### config.mk
export PLATFORM = sky130hd
export DESIGN_NAME = multicycle_control_fsm
export DESIGN_NICKNAME = d
export VERILOG_FILES = /design/src/rtl/multicycle_control_fsm.sv
export SDC_FILE = /design/constraint.sdc
export NUM_CORES = 1
export LEC_CHECK = 0
export CAP_MARGIN = 20
export CORE_UTILIZATION = 42
export DETAILED_ROUTE_END_ITERATION = 8
export PLACE_DENSITY = 0.95
export SLEW_MARGIN = 20
export SYNTH_ARGS = -nofsm -noshare
export SYNTH_HDL_FRONTEND = slang
export SYNTH_SLANG_ARGS = --single-unit
### constraint.sdc
create_clock -name clk -period 2.9 [get_ports clk]
set_input_delay 0.725 -clock clk [delete_from_list [all_inputs] [get_ports clk]]
set_output_delay 0.725 -clock clk [all_outputs]
set_load 0.005 [all_outputs]
### src/rtl/multicycle_control_fsm.sv
// Sequencing controller for a multicycle RV32I datapath sharing one ALU and one memory port.
// Moore-style enables per state, except the branch PC load which follows the same-cycle ALU flags.
module multicycle_control_fsm #(
    parameter bit ILLEGAL_HALT = 1'b0
) (
    input  logic       clk,
    input  logic       rst,
    input  logic [6:0] op,
    input  logic [2:0] funct3,
    input  logic       funct7,
    input  logic       zero,
    input  logic       sign,
    input  logic       mem_ready,
    output logic       pc_write,
    output logic       adr_src,
    output logic       mem_write,
    output logic       ir_write,
    output logic       reg_write,
    output logic [1:0] result_src,
    output logic [1:0] alu_src_a,
    output logic [1:0] alu_src_b,
    output logic [1:0] imm_src,
    output logic [2:0] alu_control,
    output logic [3:0] state,
    output logic       illegal_instr
);

    localparam logic [3:0] FETCH     = 4'd0;
    localparam logic [3:0] DECODE    = 4'd1;
    localparam logic [3:0] MEM_ADR   = 4'd2;
    localparam logic [3:0] MEM_READ  = 4'd3;
    localparam logic [3:0] MEM_WB    = 4'd4;
    localparam logic [3:0] MEM_WRITE = 4'd5;
    localparam logic [3:0] EXEC_R    = 4'd6;
    localparam logic [3:0] EXEC_I    = 4'd7;
    localparam logic [3:0] ALU_WB    = 4'd8;
    localparam logic [3:0] BRANCH    = 4'd9;
    localparam logic [3:0] JAL       = 4'd10;
    localparam logic [3:0] HALT      = 4'd11;

    localparam logic [6:0] OP_LOAD   = 7'b0000011;
    localparam logic [6:0] OP_STORE  = 7'b0100011;
    localparam logic [6:0] OP_RTYPE  = 7'b0110011;
    localparam logic [6:0] OP_ITYPE  = 7'b0010011;
    localparam logic [6:0] OP_BRANCH = 7'b1100011;
    localparam logic [6:0] OP_JAL    = 7'b1101111;

    localparam logic [1:0] ALU_OP_ADD   = 2'd0;
    localparam logic [1:0] ALU_OP_SUB   = 2'd1;
    localparam logic [1:0] ALU_OP_FUNCT = 2'd2;

    localparam logic [2:0] ALU_ADD = 3'b000;
    localparam logic [2:0] ALU_SUB = 3'b001;
    localparam logic [2:0] ALU_AND = 3'b010;
    localparam logic [2:0] ALU_OR  = 3'b011;
    localparam logic [2:0] ALU_XOR = 3'b100;
    localparam logic [2:0] ALU_SLT = 3'b101;

    logic [3:0] state_reg;
    logic [3:0] state_next;

    logic       is_mem;
    logic       is_rtype;
    logic       is_itype;
    logic       is_branch;
    logic       is_jal;
    logic       op_legal;

    logic [1:0] alu_op;
    logic [2:0] funct_alu;
    logic       branch_take;

    logic       pc_write_raw;
    logic       mem_write_raw;
    logic       ir_write_raw;
    logic       reg_write_raw;

    assign is_mem    = (op == OP_LOAD) || (op == OP_STORE);
    assign is_rtype  = (op == OP_RTYPE);
    assign is_itype  = (op == OP_ITYPE);
    assign is_branch = (op == OP_BRANCH);
    assign is_jal    = (op == OP_JAL);
    assign op_legal  = is_mem || is_rtype || is_itype || is_branch || is_jal;

    // Immediate format follows the opcode in every state so the datapath can precompute it.
    always_comb begin
        case (op)
            OP_STORE:  imm_src = 2'b01;
            OP_BRANCH: imm_src = 2'b10;
            OP_JAL:    imm_src = 2'b11;
            default:   imm_src = 2'b00;
        endcase
    end

    // Subtract only for R-type with funct7 set; I-type addi never subtracts.
    always_comb begin
        case (funct3)
            3'b000:  funct_alu = (op[5] && funct7) ? ALU_SUB : ALU_ADD;
            3'b010:  funct_alu = ALU_SLT;
            3'b100:  funct_alu = ALU_XOR;
            3'b110:  funct_alu = ALU_OR;
            3'b111:  funct_alu = ALU_AND;
            default: funct_alu = ALU_ADD;
        endcase
    end

    always_comb begin
        case (alu_op)
            ALU_OP_SUB:   alu_control = ALU_SUB;
            ALU_OP_FUNCT: alu_control = funct_alu;
            default:      alu_control = ALU_ADD;
        endcase
    end

    always_comb begin
        case (funct3)
            3'b000:  branch_take = zero;
            3'b001:  branch_take = ~zero;
            3'b100:  branch_take = sign;
            default: branch_take = 1'b0;
        endcase
    end

    always_comb begin
        pc_write_raw  = 1'b0;
        adr_src       = 1'b0;
        mem_write_raw = 1'b0;
        ir_write_raw  = 1'b0;
        reg_write_raw = 1'b0;
        result_src    = 2'b00;
        alu_src_a     = 2'b00;
        alu_src_b     = 2'b00;
        alu_op        = ALU_OP_ADD;
        illegal_instr = 1'b0;
        state_next    = state_reg;
        case (state_reg)
            FETCH: begin
                alu_src_b  = 2'b10;
                result_src = 2'b10;
                if (mem_ready) begin
                    ir_write_raw = 1'b1;
                    pc_write_raw = 1'b1;
                    state_next   = DECODE;
                end
            end
            DECODE: begin
                alu_src_a = 2'b01;
                alu_src_b = 2'b01;
                if (is_mem) begin
                    state_next = MEM_ADR;
                end else if (is_rtype) begin
                    state_next = EXEC_R;
                end else if (is_itype) begin
                    state_next = EXEC_I;
                end else if (is_branch) begin
                    state_next = BRANCH;
                end else if (is_jal) begin
                    state_next = JAL;
                end else begin
                    state_next = ILLEGAL_HALT ? HALT : FETCH;
                end
                illegal_instr = ~op_legal;
            end
            MEM_ADR: begin
                alu_src_a  = 2'b10;
                alu_src_b  = 2'b01;
                state_next = op[5] ? MEM_WRITE : MEM_READ;
            end
            MEM_READ: begin
                adr_src = 1'b1;
                if (mem_ready) begin
                    state_next = MEM_WB;
                end
            end
            MEM_WB: begin
                result_src    = 2'b01;
                reg_write_raw = 1'b1;
                state_next    = FETCH;
            end
            MEM_WRITE: begin
                adr_src       = 1'b1;
                mem_write_raw = 1'b1;
                if (mem_ready) begin
                    state_next = FETCH;
                end
            end
            EXEC_R: begin
                alu_src_a  = 2'b10;
                alu_op     = ALU_OP_FUNCT;
                state_next = ALU_WB;
            end
            EXEC_I: begin
                alu_src_a  = 2'b10;
                alu_src_b  = 2'b01;
                alu_op     = ALU_OP_FUNCT;
                state_next = ALU_WB;
            end
            ALU_WB: begin
                reg_write_raw = 1'b1;
                state_next    = FETCH;
            end
            BRANCH: begin
                alu_src_a    = 2'b10;
                alu_op       = ALU_OP_SUB;
                pc_write_raw = branch_take;
                state_next   = FETCH;
            end
            JAL: begin
                // PC takes the target held in ALUOut while the ALU forms OldPC+4 for rd.
                alu_src_a    = 2'b01;
                alu_src_b    = 2'b10;
                pc_write_raw = 1'b1;
                state_next   = ALU_WB;
            end
            HALT: begin
                illegal_instr = 1'b1;
            end
            default: begin
                state_next = FETCH;
            end
        endcase
    end

    // Reset suppresses every architectural write so an aborted instruction leaves no side effects.
    assign pc_write  = pc_write_raw  & ~rst;
    assign mem_write = mem_write_raw & ~rst;
    assign ir_write  = ir_write_raw  & ~rst;
    assign reg_write = reg_write_raw & ~rst;
    assign state     = state_reg;

    always_ff @(posedge clk) begin
        if (rst) begin
            state_reg <= FETCH;
        end else begin
            state_reg <= state_next;
        end
    end

endmodule

==> run summary <==
At the worst endpoint, the arrival time is 2.12 ns. In this run, CTS created clock tree buffers numbering 3. The first detailed-routing pass took 4 iterations. The number of antenna diodes in the final layout is 0.

The tools report the endpoint type of the worst setup path as an output port. The finished layout holds 171 standard cells, fillers aside. The startpoint of the worst-slack reg-to-reg timing path was state[3]. The final critical path takes up 98.1% of the cycle.

The run finished with clean final reports. In the synthesized netlist the dominant register cell turns out to be sky130_fd_sc_hd__dfxtp_1. The finished cells cover 1210 µm². For this run, the number of Yosys warnings is 0. The logs give 37 for the number of placed I/O pins and 0.548 nW for the static leakage power. Once layout is complete, the utilization of the core stands at 78.4%.

Cell internal power was estimated by the tool at 174 µW. At the pin with the least slew margin, the transition time is 0.310 ns. For the layout net count, the log shows 175. After synthesis, the share of flip-flops with an asynchronous set or reset is 0%. Following the worst setup path forward leads to its endpoint at alu_control[2].

After Yosys synthesis, and, or, nand and nor cells account for 40.6% of the synthesized area. For the H-tree depth reported by CTS, the log shows 1. The compound-cell area share of the yosys netlist is 29.6%.

In this run the power spent charging and discharging nets is 85.6 µW. The row count was 14. Counting flops and latches in the post-synthesis netlist gives 4. STA classifies the critical path startpoint as an input port. For the HPWL after detailed placement, the log shows 1.83 mm. Dividing the detail-routed via count by the number of cells gives 5.82.

After filler insertion, the fill cell instance count of the layout stands at 115. Minimum clock period after layout: 2.85 ns. The dominant combinational cell family by area after synthesis was simple AND/OR/NAND/NOR gates. Share of post-route cells with drive strength above 1: 18.7%.

The number of failing hold endpoints at the final stage was 0. The total track usage came out at 31.7%. The tree built by TritonCTS fans out to 4 sinks. Dividing the detail-routed wire length by the instance count gives 14.9 µm.

The first global-routing pass estimated 4.50 mm of wire. Across the routed clock network, the largest skew measured is 0.00447 ns. Setup violations remaining at the end of the flow were counted as 0.

The switching part of the total power is 33.0%, and the initial antenna violation count is 0. The count of flip-flops with a built-in enable after synthesis works out to 0. Data required time of the worst path: 2.17 ns. The first routing iteration left 37 violations.

The tools report the buffer levels on the longest clock path as 2. The most critical setup path has its startpoint at funct3[0]. The netlist uses 41 different library cells. The kind of critical path is in2out. After detailed placement, the total cell area comes to 1170 µm². The tools report the clock network power share as 29.1%. The die is 43.1 µm tall.

The run gives 0.723 ns as the worst-case hold slack. Max-cap violations in this run came to 0. The total power was 260 µW. Of the total power, combinational logic draws 48.1%. Upper clock frequency limit: 351 MHz. Share of the synthesized area in the top cell type: 11.3%. For the count of mapped cells out of synthesis, the log shows 108. The tools report the post-cts hold buffer count as 0.

Counting cells, the worst reg-to-reg path comes to 5. For this run the aggregate overflow at the end of global routing stands at 0. For the register-to-register setup slack, the log shows 1.26 ns.

Headroom to the max-slew limit came out at 79.2%. The number of nets handed over by synthesis was 126. In the post-synthesis netlist, the cell with the most instances is sky130_fd_sc_hd__nor2_1. The synthesized netlist devotes 3.70% of its cell area to XOR and XNOR gates. The path class of the tightest hold or removal check is reg2reg.

The run gives 11.3% as the fraction of the yosys area taken by sequential cells. By count the netlist is led by sky130_fd_sc_hd__nor2_1 (14), sky130_fd_sc_hd__a21oi_1 (7), sky130_fd_sc_hd__inv_1 (7), sky130_fd_sc_hd__nand2_1 (7). The congestion estimate from routability-driven global placement came to 0.855. Destination of the worst register-to-register timing path: state[3]. TritonCTS built the clock tree.

The top cell type by total area after synthesis was sky130_fd_sc_hd__dfxtp_1. The synthesized netlist occupies a cell area of 709 µm². By area the synthesized netlist is led by sky130_fd_sc_hd__dfxtp_1 (11%), sky130_fd_sc_hd__nor2_1 (7.4%), sky130_fd_sc_hd__nand2b_1 (5.3%), sky130_fd_sc_hd__a21oi_1 (4.9%), sky130_fd_sc_hd__nor3_1 (4.2%). The sequential share of power was 22.8%. From synthesis to final layout, the design area changed by 70.4%. Instance count after placement with tap cells included: 168.

The largest fanout of any net on the critical path was 2; the count of input and output buffers was 36. From left edge to right edge, the die measures 43.1 µm. The floorplan step defined a core boundary enclosing 1540 µm².

Summed over all layers, the routed wires come to 2.56 mm. The tools report the antenna violation net count after detailed routing as 0. The run gives 20 as the maximum number of pins on one net before global-route repair. VDD sags by at most 0.000140 V.

Power spread over the standard cell area amounts to 215 nW/µm². The tools report the die outline area as 1860 µm². For the worst-skew pair, the clock arrives at the later sink with an insertion delay of 0.25 ns.

Setup repair after global routing left no endpoint under its margin. Once the clock tree was built, the setup fixing pass inserted 0 buffers. Final max-slew violation count: 0. After detailed routing, the number of remaining DRC violations is 0.

After Yosys synthesis, full adders, half adders and majority gates account for 3.53% of the synthesized area. Clock-pin slew was measured on the worst setup and hold paths at 0.04 ns. The register with the most flip-flops in the layout has 4 of them.

The number of global-route vias before repair came out at 1009. Via total after detailed routing: 995. Once the floorplan was initialized, standard cells occupied 46.0% of the core. Averaged over all synthesized cells, the footprint is 6.57 µm². In this run the clock root is driven by a sky130_fd_sc_hd__clkbuf_4. Of the post-synthesis cell area, the part taken by muxes is 1.41%.
-- cell type report --
cell class | count | area, µm² | share of cell area, %
Multi-Input combinational cell | 89 | 586 | 48.4
Inverter | 7 | 26.3 | 2.17
Tap cell | 16 | 20.0 | 1.66
Sequential cell | 4 | 80.1 | 6.63
Timing Repair Buffer | 52 | 474 | 39.2
Clock buffer | 3 | 22.5 | 1.86
-- cells in the final DEF (no fill, tap or decap), types with 3 or more instances in the layout --
| cell type | netlist | routed |
|---|---|---|
| sky130_fd_sc_hd__o21ai_0 | 6 | 6 |
| sky130_fd_sc_hd__a21o_1 | 3 | 3 |
| sky130_fd_sc_hd__nor2_1 | 14 | 14 |
| sky130_fd_sc_hd__a211o_1 | 3 | 3 |
| sky130_fd_sc_hd__a21oi_1 | 7 | 6 |
| sky130_fd_sc_hd__nand3_1 | 4 | 4 |
| sky130_fd_sc_hd__clkdlybuf4s50_1 | 0 | 27 |
| sky130_fd_sc_hd__inv_1 | 7 | 7 |
| sky130_fd_sc_hd__clkbuf_4 | 0 | 3 |
| sky130_fd_sc_hd__nand2_1 | 7 | 7 |
| sky130_fd_sc_hd__nor3_1 | 6 | 6 |
| sky130_fd_sc_hd__dfxtp_1 | 4 | 4 |
| sky130_fd_sc_hd__buf_4 | 0 | 16 |
| sky130_fd_sc_hd__xnor2_1 | 3 | 3 |
| sky130_fd_sc_hd__nand2b_1 | 6 | 6 |
| sky130_fd_sc_hd__dlygate4sd2_1 | 0 | 7 |
-- critical path, cell delays in order --
cell and delay [ns]:
sky130_fd_sc_hd__clkdlybuf4s50_1 0.43, sky130_fd_sc_hd__buf_4 0.16, sky130_fd_sc_hd__nor4b_2 0.27, sky130_fd_sc_hd__clkdlybuf4s50_1 0.54
-- timing repair --
action	in CTS	in global routing
hold endpoints to repair	0	0
setup endpoints to repair	6	2
resized for setup	14	2
pin swaps	1	1
-- per-stage QoR --
stage | setup WS [ns] | setup TNS [ns]
2_1_floorplan | 0.740 | 0
3_3_place_gp | -0.186 | -0.588
3_5_place_dp | -0.199 | -0.743
4_1_cts | 0.0297 | 0
5_1_grt | 0.000103 | 0
6_report | 0.0542 | 0
-- power by group through the flow --
stage | clock, mW | sequential (mW) | combinational [mW]
global route | 0.0778 | 0.0594 | 0.136
detailed placement | 0 | 0.0598 | 0.121
CTS | 0.0729 | 0.0590 | 0.122
finish | 0.0756 | 0.0591 | 0.125
floorplan | 0 | 0.0592 | 0.0535
global placement | 0 | 0.0598 | 0.118
-- logic make-up after synthesis --
logic type / Yosys count
AO/OA/AOI/OAI: 30
XOR/XNOR: 3
buffers and inverters: 15
AND/OR/NAND/NOR: 53
adder cells (fa/ha/maj): 2
multiplexers: 1
flip-flops: 4
-- per-layer routing --
layer / part of all wire (%) / track usage (%) / wire (µm) / vias to the layer above
met1: 38 / 38.0 / 981 / 452
met2: 53 / 54.6 / 1350 / 55
li1: - / - / - / 480
met5: 0 / 0 / 0 / -
met3: 6.4 / 3.83 / 164 / 8
met4: 2.5 / 15.8 / 64 / 0
-- worst min path at each step --
stage                   from        to  slack [ns]  depth (start not counted)
global placement    state[2]  state[0]        0.69                          3
CTS                 state[2]  state[0]        0.72                          3
floorplan           state[1]  state[1]        0.69                          3
detailed placement  state[2]  state[0]        0.70                          3
global route        state[2]  state[0]        0.74                          3
finish              state[2]  state[0]        0.72                          3
(Power assumes the default switching activity.)
